--- src/rtl/bcd_scan_display.sv ---
// Time-multiplexed 4-digit 7-segment driver for the BCD stopwatch bus, with per-slot anti-ghosting dead time.
// Optional macro LEADING_ZERO_BLANK_EN suppresses leading zero digits in slots 3..1.
module bcd_scan_display #(
   parameter int unsigned SCAN_DIV    = 50000,
   parameter int unsigned BLANK_CYC   = 500,
   parameter bit          DIG_ACT_LOW = 1'b1,
   parameter bit          SEG_ACT_LOW = 1'b1
) (
   input  logic        clk,
   input  logic        rst,
   input  logic [15:0] bcd_num,
   input  logic [3:0]  dp_mask,
   output logic [3:0]  dig,
   output logic [6:0]  seg,
   output logic        dp,
   output logic        frame_tick
);

   localparam int unsigned   PW        = (SCAN_DIV > 1) ? $clog2(SCAN_DIV) : 1;
   localparam logic [PW-1:0] LAST_C    = PW'(SCAN_DIV - 1);
   localparam logic [PW-1:0] BLANK_C   = PW'(BLANK_CYC);
   localparam logic [PW-1:0] ONE_C     = PW'(1);
   localparam logic [3:0]    DIG_OFF_C = {4{DIG_ACT_LOW}};
   localparam logic [6:0]    SEG_OFF_C = {7{SEG_ACT_LOW}};

   function automatic logic [6:0] bcd_to_seg(input logic [3:0] d);
      logic [6:0] s;
      case (d)
         4'd0:    s = 7'h3F;
         4'd1:    s = 7'h06;
         4'd2:    s = 7'h5B;
         4'd3:    s = 7'h4F;
         4'd4:    s = 7'h66;
         4'd5:    s = 7'h6D;
         4'd6:    s = 7'h7D;
         4'd7:    s = 7'h07;
         4'd8:    s = 7'h7F;
         4'd9:    s = 7'h6F;
         default: s = 7'h40;
      endcase
      return s;
   endfunction

   logic [PW-1:0] prescaler_r;
   logic [1:0]    slot_r;
   logic [15:0]   sync1_r;
   logic [15:0]   sync2_r;
   logic [15:0]   shadow_r;
   logic [3:0]    dig_r;
   logic [6:0]    seg_r;
   logic          dp_r;
   logic          frame_tick_r;

   logic          slot_wrap_s;
   logic          frame_wrap_s;
   logic [3:0]    digit_s;
   logic          blank_lz_s;
   logic          show_s;
   logic [3:0]    dig_hi_s;
   logic [6:0]    seg_hi_s;
   logic          dp_hi_s;

   // Scan timing decode and next-output computation (before polarity XOR)
   always_comb begin
      slot_wrap_s  = (prescaler_r == LAST_C);
      frame_wrap_s = slot_wrap_s && (slot_r == 2'd3);
      digit_s      = shadow_r[{slot_r, 2'b00} +: 4];
`ifdef LEADING_ZERO_BLANK_EN
      case (slot_r)
         2'd3:    blank_lz_s = (shadow_r[15:12] == 4'h0);
         2'd2:    blank_lz_s = (shadow_r[15:8] == 8'h00);
         2'd1:    blank_lz_s = (shadow_r[15:4] == 12'h000);
         default: blank_lz_s = 1'b0;
      endcase
`else
      blank_lz_s   = 1'b0;
`endif
      show_s       = (prescaler_r >= BLANK_C) && !blank_lz_s;
      if (show_s) begin
         dig_hi_s = 4'b0001 << slot_r;
         seg_hi_s = bcd_to_seg(digit_s);
         dp_hi_s  = dp_mask[slot_r];
      end else begin
         dig_hi_s = 4'b0000;
         seg_hi_s = 7'h00;
         dp_hi_s  = 1'b0;
      end
   end

   // Prescaler, slot counter, input resynchroniser, frame shadow and output registers
   always_ff @(posedge clk or posedge rst) begin
      if (rst) begin
         prescaler_r  <= '0;
         slot_r       <= 2'd0;
         sync1_r      <= 16'h0000;
         sync2_r      <= 16'h0000;
         shadow_r     <= 16'h0000;
         dig_r        <= DIG_OFF_C;
         seg_r        <= SEG_OFF_C;
         dp_r         <= SEG_ACT_LOW;
         frame_tick_r <= 1'b0;
      end else begin
         if (slot_wrap_s) begin
            prescaler_r <= '0;
            slot_r      <= slot_r + 2'd1;
         end else begin
            prescaler_r <= prescaler_r + ONE_C;
         end
         sync1_r <= bcd_num;
         sync2_r <= sync1_r;
         // Only take a frame value that was stable over both sync stages, so a mid-carry change is never shown torn
         if (frame_wrap_s && (sync1_r == sync2_r)) begin
            shadow_r <= sync2_r;
         end
         dig_r        <= dig_hi_s ^ DIG_OFF_C;
         seg_r        <= seg_hi_s ^ SEG_OFF_C;
         dp_r         <= dp_hi_s ^ SEG_ACT_LOW;
         frame_tick_r <= frame_wrap_s;
      end
   end

   assign dig        = dig_r;
   assign seg        = seg_r;
   assign dp         = dp_r;
   assign frame_tick = frame_tick_r;

endmodule

--- config.mk ---
export PLATFORM = sky130hd
export DESIGN_NAME = bcd_scan_display
export DESIGN_NICKNAME = d
export VERILOG_FILES = /design/src/rtl/bcd_scan_display.sv
export SDC_FILE = /design/constraint.sdc
export NUM_CORES = 1
export LEC_CHECK = 0
export BUFFER_PORTS_ARGS = -buffer_cell sky130_fd_sc_hd__buf_2
export CAP_MARGIN = 20
export CORE_UTILIZATION = 30
export CTS_CLUSTER_DIAMETER = 80
export DETAILED_ROUTE_END_ITERATION = 10
export GPL_TIMING_DRIVEN = 0
export SETUP_SLACK_MARGIN = 0.3
export SYNTH_ARGS = -nofsm -noshare
export SYNTH_HDL_FRONTEND = slang
export SYNTH_SLANG_ARGS = --single-unit
--- constraint.sdc ---
create_clock -name clk -period 2.8 [get_ports clk]
set_input_delay 0.14 -clock clk [delete_from_list [all_inputs] [get_ports clk]]
set_output_delay 0.14 -clock clk [all_outputs]
set_load 0.05 [all_outputs]
==> summary.md <==
| Metric | Value |
|---|---|
| Design area | just under 4000 µm² |
| HP Class | input pin to flop |
| Wirelength per Cell | approximately 12 µm |
| YS warnings | 0 |
| H-Tree Level Count | 3 |
| Die area | between 10,000 and 15,000 µm² |
| Site Rows | 37 |
| DRC Markers | 0 |
| Syn_area_per_cell | approximately 14 µm² |
| Largest net degree at the start of global routing | 65 |
| EDFF count, synth | 0 |
| DR vias/cell | about 4.2 |
| # diodes | 0 |
| Worst-path fanout max | 10 |
| Unique masters post-synth | 29 |
| Most used DFF post-synth | dfrtp_1 |
| Fraction of layout cells with a size suffix above 1 | a little under a third |
| Total Neg Setup Slack | 0 ns |
| Residual overflow from global routing | 0 |
| Final slew viol count | 0 |
| Chip Height | between 100 and 150 µm |
| Period minus WS final | around 2.4 ns |
| Netlist Area Pre-Place | 3160 µm² |
| Final net count | between 300 and 400 |
| Total GRT Usage | between 10% and 20% |
| Status | completed |
| Final HPWL DP | around 3700 µm |
| CTS clk-pin slew, worst paths | 0.08 ns |
| Critical path launch point type | flop |
| Cell taking the most area after synthesis | dfrtp_1 |
| First-pass GRT wire length | between 9000 and 10,000 µm |
| CTS Root Cell | clkbuf_8 |
| Post-synth ARST share | 100% |
| Max-cap check violation count | 0 |
| Max clock buf depth | 2 |
| Worst R2R End | shadow_r[0]$_DFFE_PP0P_ |
| Peak VDD IR | just under 300 µV |
| CTS tree | yes |
| Final hold violations | 0 |
| Post-DRT Antenna Nets | 0 |
| Clk sinks | 79 |
| Clk_lat worst skew | roughly 0.34 ns |
| Reg2reg start | prescaler_r[11]$_DFF_PP0_ |
| Critical Path RT | 3.02 ns |
| Area Overhead vs Synth | 24.7% |
| # IOs | 35 |
| DRT Wirelength | 5280 µm |
| Placed inst area | ~3500 µm² |
| FF+latch count, synth | 79 |
| Register-to-Register Path Depth | 6 |
| Initial antenna violation count | 0 |
| Syn Inst Count | 230 |
| Total power | 2.18 mW |
| Initial DRT Pass Iterations | 4 |
| Die width | 105 µm |
| Vias | about 1.8k |
| Max frequency | 414 MHz |
| R2r setup slk | about 0.39 ns |
| Critical path's slowest cell | or4_4 |
| CP cell instances | or4_4, nor4_4, nand4_1, nor3_4, buf_6, mux2_2 |
| Worst setup path endpoint | shadow_r[0]$_DFFE_PP0P_ |
| Max transition margin | between 60% and 70% |
| Crit path from | prescaler_r[11]$_DFF_PP0_ |
| GPL Wtd Cong | just under 0.8 |
| Synth area leaders | dfrtp_1 (53%), dfstp_2 (10%), mux2_2 (5.7%) |
| PortBufs | 34 |
| Vias in the first global route | between 1.5k and 2k |
| Endpoint class of the critical path | flop |
| Sequential-to-total area share from yosys stat | 63.1% |
| Period Utilization, post-route | about 86% |
| Util after Layout | between 30% and 40% |
| Setup Skew | a little over 0.01 ns |
| Share of the synthesized area in the top cell type | a little over half |
| Initial Util | a little under a third |
| Detailed Route Iter0 Violations | between 40 and 50 |
| Leak | between 1.5 and 2 nW |
| Core Area | a little over 10,000 µm² |
| RSZ-0062 raised after global routing | yes |
| CTS Buf Count | 9 |
| # setup viols final | 0 |
| Syn_nets | approximately 260 |
| Worst path max stage delay | 0.55 ns |
| Power Dens Cells | about 550 nW/µm² |
| Data arrival, critical path | 2.64 ns |
| Slew @ Worst Pin | approximately 0.5 ns |
| Worst setup path category | flop to flop |
worst min path at each step:
stage / cells after the start / slack (ns) / to / from
floorplan: 0 / 0.17 / sync1_r[0]$_DFF_PP0_ / bcd_num[0]
global placement: 1 / 0.25 / sync1_r[11]$_DFF_PP0_ / bcd_num[11]
detailed placement: 2 / 0.09 / sync1_r[15]$_DFF_PP0_ / rst
CTS: 3 / 0.17 / dp$_DFF_PP1_ / dp_mask[2]
global route: 3 / 0.18 / dp$_DFF_PP1_ / dp_mask[3]
finish: 3 / 0.19 / dp$_DFF_PP1_ / dp_mask[2]
through the flow:
stage	hold WS, ns	cells	worst slack (ns)
global placement	0.248	400	-0.237
detailed placement	0.0941	401	0.116
global route	0.178	436	0.295
CTS	0.172	436	0.321
finish	0.187	436	0.387
floorplan	0.171	230	0.468
cell usage in the layout (no fill, tap or decap), types with 6 or more instances in the layout:
| cell | n |
|---|---|
| a21oi_1 | 6 |
| buf_2 | 34 |
| clkbuf_8 | 10 |
| dfrtp_1 | 66 |
| dfstp_2 | 12 |
| dlygate4sd3_1 | 17 |
| ha_1 | 11 |
| inv_1 | 11 |
| mux2_2 | 16 |
| nand2_1 | 11 |
| nand3_1 | 7 |
| nor2_1 | 16 |
| o21ai_0 | 9 |
| xnor2_1 | 17 |
| xor2_1 | 13 |
what timing repair did:
item / 4_1_cts / 5_1_grt
endpoints found under the setup margin: 16 / 16
hold buffers: 17 / 0
hold endpoints to repair: 31 / 0
setup buffers: 2 / 0
pin swaps: 2 / 2
resized for setup: 0 / 1
power by group:
| part | switching [mW] | total (mW) | internal, mW |
|---|---|---|---|
| combinational | 0.0367 | 0.0806 | 0.0439 |
| sequential | 0.0167 | 1.18 | 1.16 |
| clock | 0.390 | 0.916 | 0.526 |
state kept, by name, indices dropped and copies added (netlist names):
signal	cells
dig	4
dp	1
frame_tick	1
prescaler_r	16
seg	7
shadow_r	16
slot_r	2
sync1_r	16
sync2_r	16
routing by layer:
| metal | share of wire (%) | vias to the layer above | wire (µm) | GRT usage (%) |
|---|---|---|---|---|
| li1 | - | 907 | - | - |
| met1 | 48 | 892 | 2520 | 13.8 |
| met2 | 47 | 33 | 2500 | 17.2 |
| met3 | 3.2 | 7 | 168 | 3.24 |
| met4 | 1.7 | 0 | 92 | 5.82 |
| met5 | 0 | - | 0 | 0 |
cells in the mapped netlist (2+ instances only):
master    instances
dfrtp_1          67
xnor2_1          17
mux2_2           16
nor2_1           16
xor2_1           13
dfstp_2          12
inv_1            12
ha_1             11
nand2_1          11
o21ai_0           9
nand3_1           7
a21oi_1           6
mux4_2            5
nand4_1           5
clkbuf_1          3
nor4_1            3
and2_1            2
and3_1            2
nor2b_1           2
nor3_1            2
worst max-delay path, delay by kind of cell, from the launching register on:
| family | cells | cell delay (ns) |
|---|---|---|
| AND/OR/NAND/NOR | 4 | 1.32 |
| multiplexers | 1 | 0.34 |
| buffers and inverters | 1 | 0.18 |
| flip-flops | 1 | 0.44 |
kinds of logic (layout without fill, tap and decap cells):
| logic type | count (synthesis) | after routing | synth area share, % |
|---|---|---|---|
| xor gates and xnor gates | 30 | 30 | 8.33 |
| buffers and inverters | 16 | 86 | 2.14 |
| DFF | 79 | 79 | 63.1 |
| muxes | 22 | 22 | 9.60 |
| AOI/OAI and AO/OA | 16 | 16 | 2.66 |
| adders and majority gates | 11 | 11 | 4.36 |
| and+or+nand+nor | 56 | 56 | 9.79 |
cell type report:
cell class / instances / area, µm²
plain buffers: 4 / 22.5
flip-flops and latches: 79 / 1990
fillers: 1009 / 6340
well taps: 136 / 170
clock buffers: 11 / 141
inverters: 12 / 47.5
repair buffers: 54 / 383
clock inverters: 5 / 81.3
multi-input cells: 135 / 1100
(Power assumes the default switching activity.)
